### config.mk
export PLATFORM = sky130hd
export DESIGN_NAME = regfile_2r1w_flat
export DESIGN_NICKNAME = d
export VERILOG_FILES = /design/src/rtl/regfile_2r1w_if.sv /design/src/rtl/regfile_2r1w.sv /design/src/flat_wrapper.sv
export SDC_FILE = /design/constraint.sdc
export NUM_CORES = 2
export LEC_CHECK = 0
export BUFFER_PORTS_ARGS = -buffer_cell sky130_fd_sc_hd__buf_4
export CAP_MARGIN = 20
export CORE_UTILIZATION = 30
export CTS_CLUSTER_SIZE = 30
export DETAILED_ROUTE_END_ITERATION = 10
export HOLD_SLACK_MARGIN = 0.02
export SLEW_MARGIN = 25
export SYNTH_ARGS = -nofsm -noshare
export SYNTH_HDL_FRONTEND = slang
export SYNTH_SLANG_ARGS = --single-unit
### constraint.sdc
create_clock -name clk -period 1.9 [get_ports clk]
set_input_delay 0.095 -clock clk [delete_from_list [all_inputs] [get_ports clk]]
set_output_delay 0.095 -clock clk [all_outputs]
set_load 0.005 [all_outputs]
### src/rtl/regfile_2r1w_if.sv
// Operand-read / write-back bus of the integer register file.
// The master is the pipeline (decode + write-back); the slave is the register file.
interface regfile_2r1w_if #(
  parameter int unsigned DATA_W = 64,
  parameter int unsigned ADDR_W = 5
);
  logic              we_i;
  logic [ADDR_W-1:0] waddr_i;
  logic [DATA_W-1:0] wdata_i;
  logic              re1_i;
  logic [ADDR_W-1:0] raddr1_i;
  logic [DATA_W-1:0] rdata1_o;
  logic              re2_i;
  logic [ADDR_W-1:0] raddr2_i;
  logic [DATA_W-1:0] rdata2_o;

  modport master (
    output we_i, waddr_i, wdata_i,
    output re1_i, raddr1_i, re2_i, raddr2_i,
    input  rdata1_o, rdata2_o
  );

  modport slave (
    input  we_i, waddr_i, wdata_i,
    input  re1_i, raddr1_i, re2_i, raddr2_i,
    output rdata1_o, rdata2_o
  );
endinterface

### src/rtl/regfile_2r1w.sv
// Integer register file: two combinational read ports, one clocked write port.
// x0 reads as zero and ignores writes. Same-cycle write data and the optional
// write-back holding register are both bypassed to the read ports, so the
// WB_REG setting is not observable at the ports.
module regfile_2r1w #(
  parameter int unsigned DATA_W = 64,
  parameter int unsigned ADDR_W = 5,
  parameter int unsigned WB_REG = 0
) (
  input logic             clk,
  input logic             rst_n,
  regfile_2r1w_if.slave   rf
);

  localparam int unsigned NREGS  = 1 << ADDR_W;
  localparam bit          USE_WB = (WB_REG != 0);

  logic [DATA_W-1:0] mem_q [NREGS];
  logic [DATA_W-1:0] mem_d [NREGS];

  logic              pend_v_q, pend_v_d;
  logic [ADDR_W-1:0] pend_a_q, pend_a_d;
  logic [DATA_W-1:0] pend_d_q, pend_d_d;

  logic              wr_acc;
  logic              commit_v;
  logic [ADDR_W-1:0] commit_a;
  logic [DATA_W-1:0] commit_d;

  logic              re_p [2];
  logic [ADDR_W-1:0] ra_p [2];
  logic [DATA_W-1:0] rd_p [2];

  assign wr_acc = rf.we_i && (rf.waddr_i != '0);

  // Pending register loads every accepted write (only when buffering is enabled).
  always_comb begin
    pend_v_d = USE_WB && wr_acc;
    pend_a_d = rf.waddr_i;
    pend_d_d = rf.wdata_i;
  end

  // Select what reaches the array this edge: the live write or the buffered one.
  always_comb begin
    if (USE_WB) begin
      commit_v = pend_v_q;
      commit_a = pend_a_q;
      commit_d = pend_d_q;
    end else begin
      commit_v = wr_acc;
      commit_a = rf.waddr_i;
      commit_d = rf.wdata_i;
    end
  end

  // Next array contents: at most one entry updated per cycle.
  always_comb begin
    mem_d = mem_q;
    if (commit_v) begin
      mem_d[commit_a] = commit_d;
    end
  end

  // Array and pending-register state; reset drops any buffered write.
  always_ff @(posedge clk or negedge rst_n) begin
    if (!rst_n) begin
      for (int unsigned i = 0; i < NREGS; i++) begin
        mem_q[i] <= '0;
      end
      pend_v_q <= 1'b0;
      pend_a_q <= '0;
      pend_d_q <= '0;
    end else begin
      mem_q    <= mem_d;
      pend_v_q <= pend_v_d;
      pend_a_q <= pend_a_d;
      pend_d_q <= pend_d_d;
    end
  end

  assign re_p[0] = rf.re1_i;
  assign ra_p[0] = rf.raddr1_i;
  assign re_p[1] = rf.re2_i;
  assign ra_p[1] = rf.raddr2_i;

  // Read mux per port; priority: disabled/x0, live write, pending write, array.
  // The live write outranks the pending one, so the later of two writes to the
  // same register is always the one returned.
  always_comb begin
    for (int unsigned p = 0; p < 2; p++) begin
      rd_p[p] = '0;
      if (!rst_n || !re_p[p] || (ra_p[p] == '0)) begin
        rd_p[p] = '0;
      end else if (wr_acc && (rf.waddr_i == ra_p[p])) begin
        rd_p[p] = rf.wdata_i;
      end else if (pend_v_q && (pend_a_q == ra_p[p])) begin
        rd_p[p] = pend_d_q;
      end else begin
        rd_p[p] = mem_q[ra_p[p]];
      end
    end
  end

  assign rf.rdata1_o = rd_p[0];
  assign rf.rdata2_o = rd_p[1];

endmodule

### src/flat_wrapper.sv
// flat-port wrapper written by rule: the top's interface ports become plain ports
module regfile_2r1w_flat 
#(
  parameter int unsigned DATA_W = 64,
  parameter int unsigned ADDR_W = 5,
  parameter int unsigned WB_REG = 0
)
  (clk, rst_n, rf_we_i, rf_waddr_i, rf_wdata_i, rf_re1_i, rf_raddr1_i, rf_re2_i, rf_raddr2_i, rf_rdata1_o, rf_rdata2_o);
  regfile_2r1w_if #(.DATA_W(DATA_W), .ADDR_W(ADDR_W)) rf_i ();
  input logic clk;
  input logic rst_n;
  input wire logic [$bits(rf_i.we_i)-1:0] rf_we_i;
  input wire logic [$bits(rf_i.waddr_i)-1:0] rf_waddr_i;
  input wire logic [$bits(rf_i.wdata_i)-1:0] rf_wdata_i;
  input wire logic [$bits(rf_i.re1_i)-1:0] rf_re1_i;
  input wire logic [$bits(rf_i.raddr1_i)-1:0] rf_raddr1_i;
  input wire logic [$bits(rf_i.re2_i)-1:0] rf_re2_i;
  input wire logic [$bits(rf_i.raddr2_i)-1:0] rf_raddr2_i;
  output wire logic [$bits(rf_i.rdata1_o)-1:0] rf_rdata1_o;
  output wire logic [$bits(rf_i.rdata2_o)-1:0] rf_rdata2_o;
  assign rf_i.we_i = rf_we_i;
  assign rf_i.waddr_i = rf_waddr_i;
  assign rf_i.wdata_i = rf_wdata_i;
  assign rf_i.re1_i = rf_re1_i;
  assign rf_i.raddr1_i = rf_raddr1_i;
  assign rf_i.re2_i = rf_re2_i;
  assign rf_i.raddr2_i = rf_raddr2_i;
  assign rf_rdata1_o = rf_i.rdata1_o;
  assign rf_rdata2_o = rf_i.rdata2_o;
  regfile_2r1w #(.DATA_W(DATA_W), .ADDR_W(ADDR_W), .WB_REG(WB_REG)) u_core (.clk(clk), .rst_n(rst_n), .rf(rf_i));
endmodule
==> impl_results.md <==
- Commonest non-fill, non-tap cell in the layout: mux2_2
- Net count reported at finish: 7904
- # placed instances: 12300
- Drt pass-1 iters: 7
- R2r setup slk: 0.88 ns
- Synthesis warning total: 0
- Number of DRC markers in iteration 0: 6349
- Yosys top cell area share: 0.471
- Placed Area: 0.126 mm²
- Num ports: 212
- Max Freq: 0.334 GHz
- Antenna violations before repair: 18
- Dominant cells by area after synthesis: dfrtp_1 (47%), mux2_2 (22%), mux4_2 (21%)
- CTS Buffer Depth: 4
- Syn_nets: 7089
- WP data arrival: 2.90 ns
- CP Launch Type: flop
- Clock sinks: 2048
- Max reg flops: 2048
- Most flops, register: u_core.mem_q
- Critical R2R Launch: u_core.mem_q[940]
- Seq cells post-synth: 2048
- FP Rows: 220
- Setup TNS: -111.06 ns
- GRT overflow: 0
- Sequential cell area fraction in the yosys report: 0.471
- First-pass GRT wire length: 565000 µm
- Failing checks: negative setup slack
- Final wirelength: 386000 µm
- Yosys top cell by area: dfrtp_1
- Hold Path Class: input pin to asynchronous set/reset pin
- Final setup fails: 128
- Core ar.: 0.360 mm²
- Cell Pwr Density: 994 mW/mm²
- CP Launch Point: u_core.mem_q[830]
- CTS Root Cell: clkbuf_16
- Post-Layout Inst Area: 0.138 mm²
- Gr usage total: 0.210
- Clock-pin slew on the worst setup and hold paths: 0.06 ns
- Via density: 5.70
- Worst setup EP type: output pin
- Share of post-route cells with drive strength above 1: 0.651
- CTS buffer count: 227
- Crit path kind: flop to output pin
- Crit path time final: 3.00 ns
- DR WL/cell: 30.2 µm
- Die width: 604 µm
- Slew HR: 0.414
- RSZ-0062 raised after global routing: true
- Clk_lat worst skew: 0.95 ns
- H-tree depth: 4
- Status: finished, violations left
- Routed vias: 72900
- Filler cell count: 33200
- Synth unique cells: 53
- Worst hold margin: 0.0342 ns
- Finished Layout Cells: 12800
- Clk_skew: 0 ns
- Layout area overhead: 26.5%
- Pleak: 58.7 nW
- Post-DRT Antenna Nets: 0
- Commonest non-fill, non-tap cells in the layout: mux2_2 (2068), dfrtp_1 (2048), mux4_2 (1028), buf_4 (860), buf_12 (338)
- Placer congestion estimate: 0.850
- CTS tree: done
- Starting Density: 0.302
- Max Slew Vio Count: 0
- HPWL Detailed: 251000 µm
- Largest net degree at the start of global routing: 178
- CP required: 1.80 ns
- Regs by FF count: u_core.mem_q (2048)
- Final hold violation count: 0
- Critical path fanouts, max: 3
- Setup slack after layout: -1.10 ns
- Gate Count Post-Synth: 7005
- Remaining routing DRC violations: 0
- Die height: 604 µm
- Max-Cap Viols: 0
- Full die area: 0.365 mm²
- Mapped Avg Cell Area: 15.5 µm²
- VDD IR max: 0.779 mV
- Slew at the pin closest to its max-slew limit: 0.872 ns
- Final Cycle Share: 1.58
- Vias in the first global route: 77900
- Mapped Area: 0.109 mm²
- Port Buffers: 211
worst max-delay path, cell delays in order, from the launching register on:
cell	delay (ns)
dfrtp_1	0.39
mux4_2	0.48
mux4_2	0.48
o211ai_1	0.22
nand2_1	0.13
buf_12	0.16
buf_6	0.11
worst paths after layout:
| path | end | cells after the start |
|---|---|---|
| max | rf_rdata2_o[62] | 6 |
| min | u_core.mem_q[1355] | 3 |
| max reg2reg | u_core.mem_q[940] | 3 |
| min reg2reg | u_core.mem_q[2044] | 0 |
| max in group asynchronous | u_core.mem_q[1462] | 4 |
| min in group clk | u_core.mem_q[1598] | 5 |
synthesized netlist by cell type, drive strengths merged:
cell type  number
mux2         2102
dfrtp        2048
mux4         1028
buf           418
clkbuf        414
nand2         260
mux2i         129
a22o          127
o21ai         119
a221oi        118
o221ai        116
nor2           24
o22ai          16
xnor2          10
nor2b           9
a22oi           8
nand3           7
nand3b          7
nor3            6
nand2b          5
nor3b           4
nor4            4
and2            3
o211ai          3
and3            2
o31ai           2
or2             2
or3             2
or4             2
a21oi           1
a221o           1
a32oi           1
and3b           1
nand4           1
o211a           1
o21bai          1
o311ai          1
o31a            1
or3b            1
metrics by stage:
stage | power, mW | setup WS (ns) | util
after floorplan | 76.0 | -0.0247 | -
after global placement | 86.5 | -1.10 | 0.349
after detailed placement | 88.1 | -1.08 | 0.349
after CTS | 137 | -1.13 | 0.381
after global routing | 142 | -1.14 | 0.382
final | 137 | -1.10 | 0.382
cell families (layout without fill, tap and decap cells):
family,count (synthesis),after routing,share of synthesized area
flops,2048,2048,0.471
other cells,0,8,0
buf+inv,832,1833,0.0352
xor+xnor,10,10,0.000805
compound gates,516,516,0.0371
mux,3259,3259,0.442
simple gates,340,340,0.0138
where the power goes:
group | internal, mW | switching (mW)
sequential | 51.9 | 6.16
combinational | 19.6 | 12.3
clock | 27.5 | 19.4
area by class of cell:
cell class                      count  area, µm²  area share
Timing Repair Buffer             1418      15700       0.114
Sequential cell                  2048      51200       0.372
Clock inverter                     97       1340     0.00972
Antenna cell                        8       20.0    0.000145
Multi-Input combinational cell   4125      56900       0.414
Clock buffer                      318       6460      0.0469
Tap cell                         4773       5970      0.0434
routing by layer:
metal / track usage / wire, µm / part of all wire
met5: 0 / 86 / 0.00022
met4: 0.0943 / 18500 / 0.048
met3: 0.0362 / 24600 / 0.064
met2: 0.342 / 186000 / 0.48
met1: 0.273 / 157000 / 0.41
what timing repair did:
action / in CTS / in global routing
gates cloned: 0 / 0
buffers inserted: 22 / 13
resized for setup: 585 / 95
setup endpoints to repair: 128 / 128
pin swaps: 224 / 52
hold buffers: 68 / 0
endpoints found under the hold margin: 3635 / 0
(Power assumes the default switching activity.)
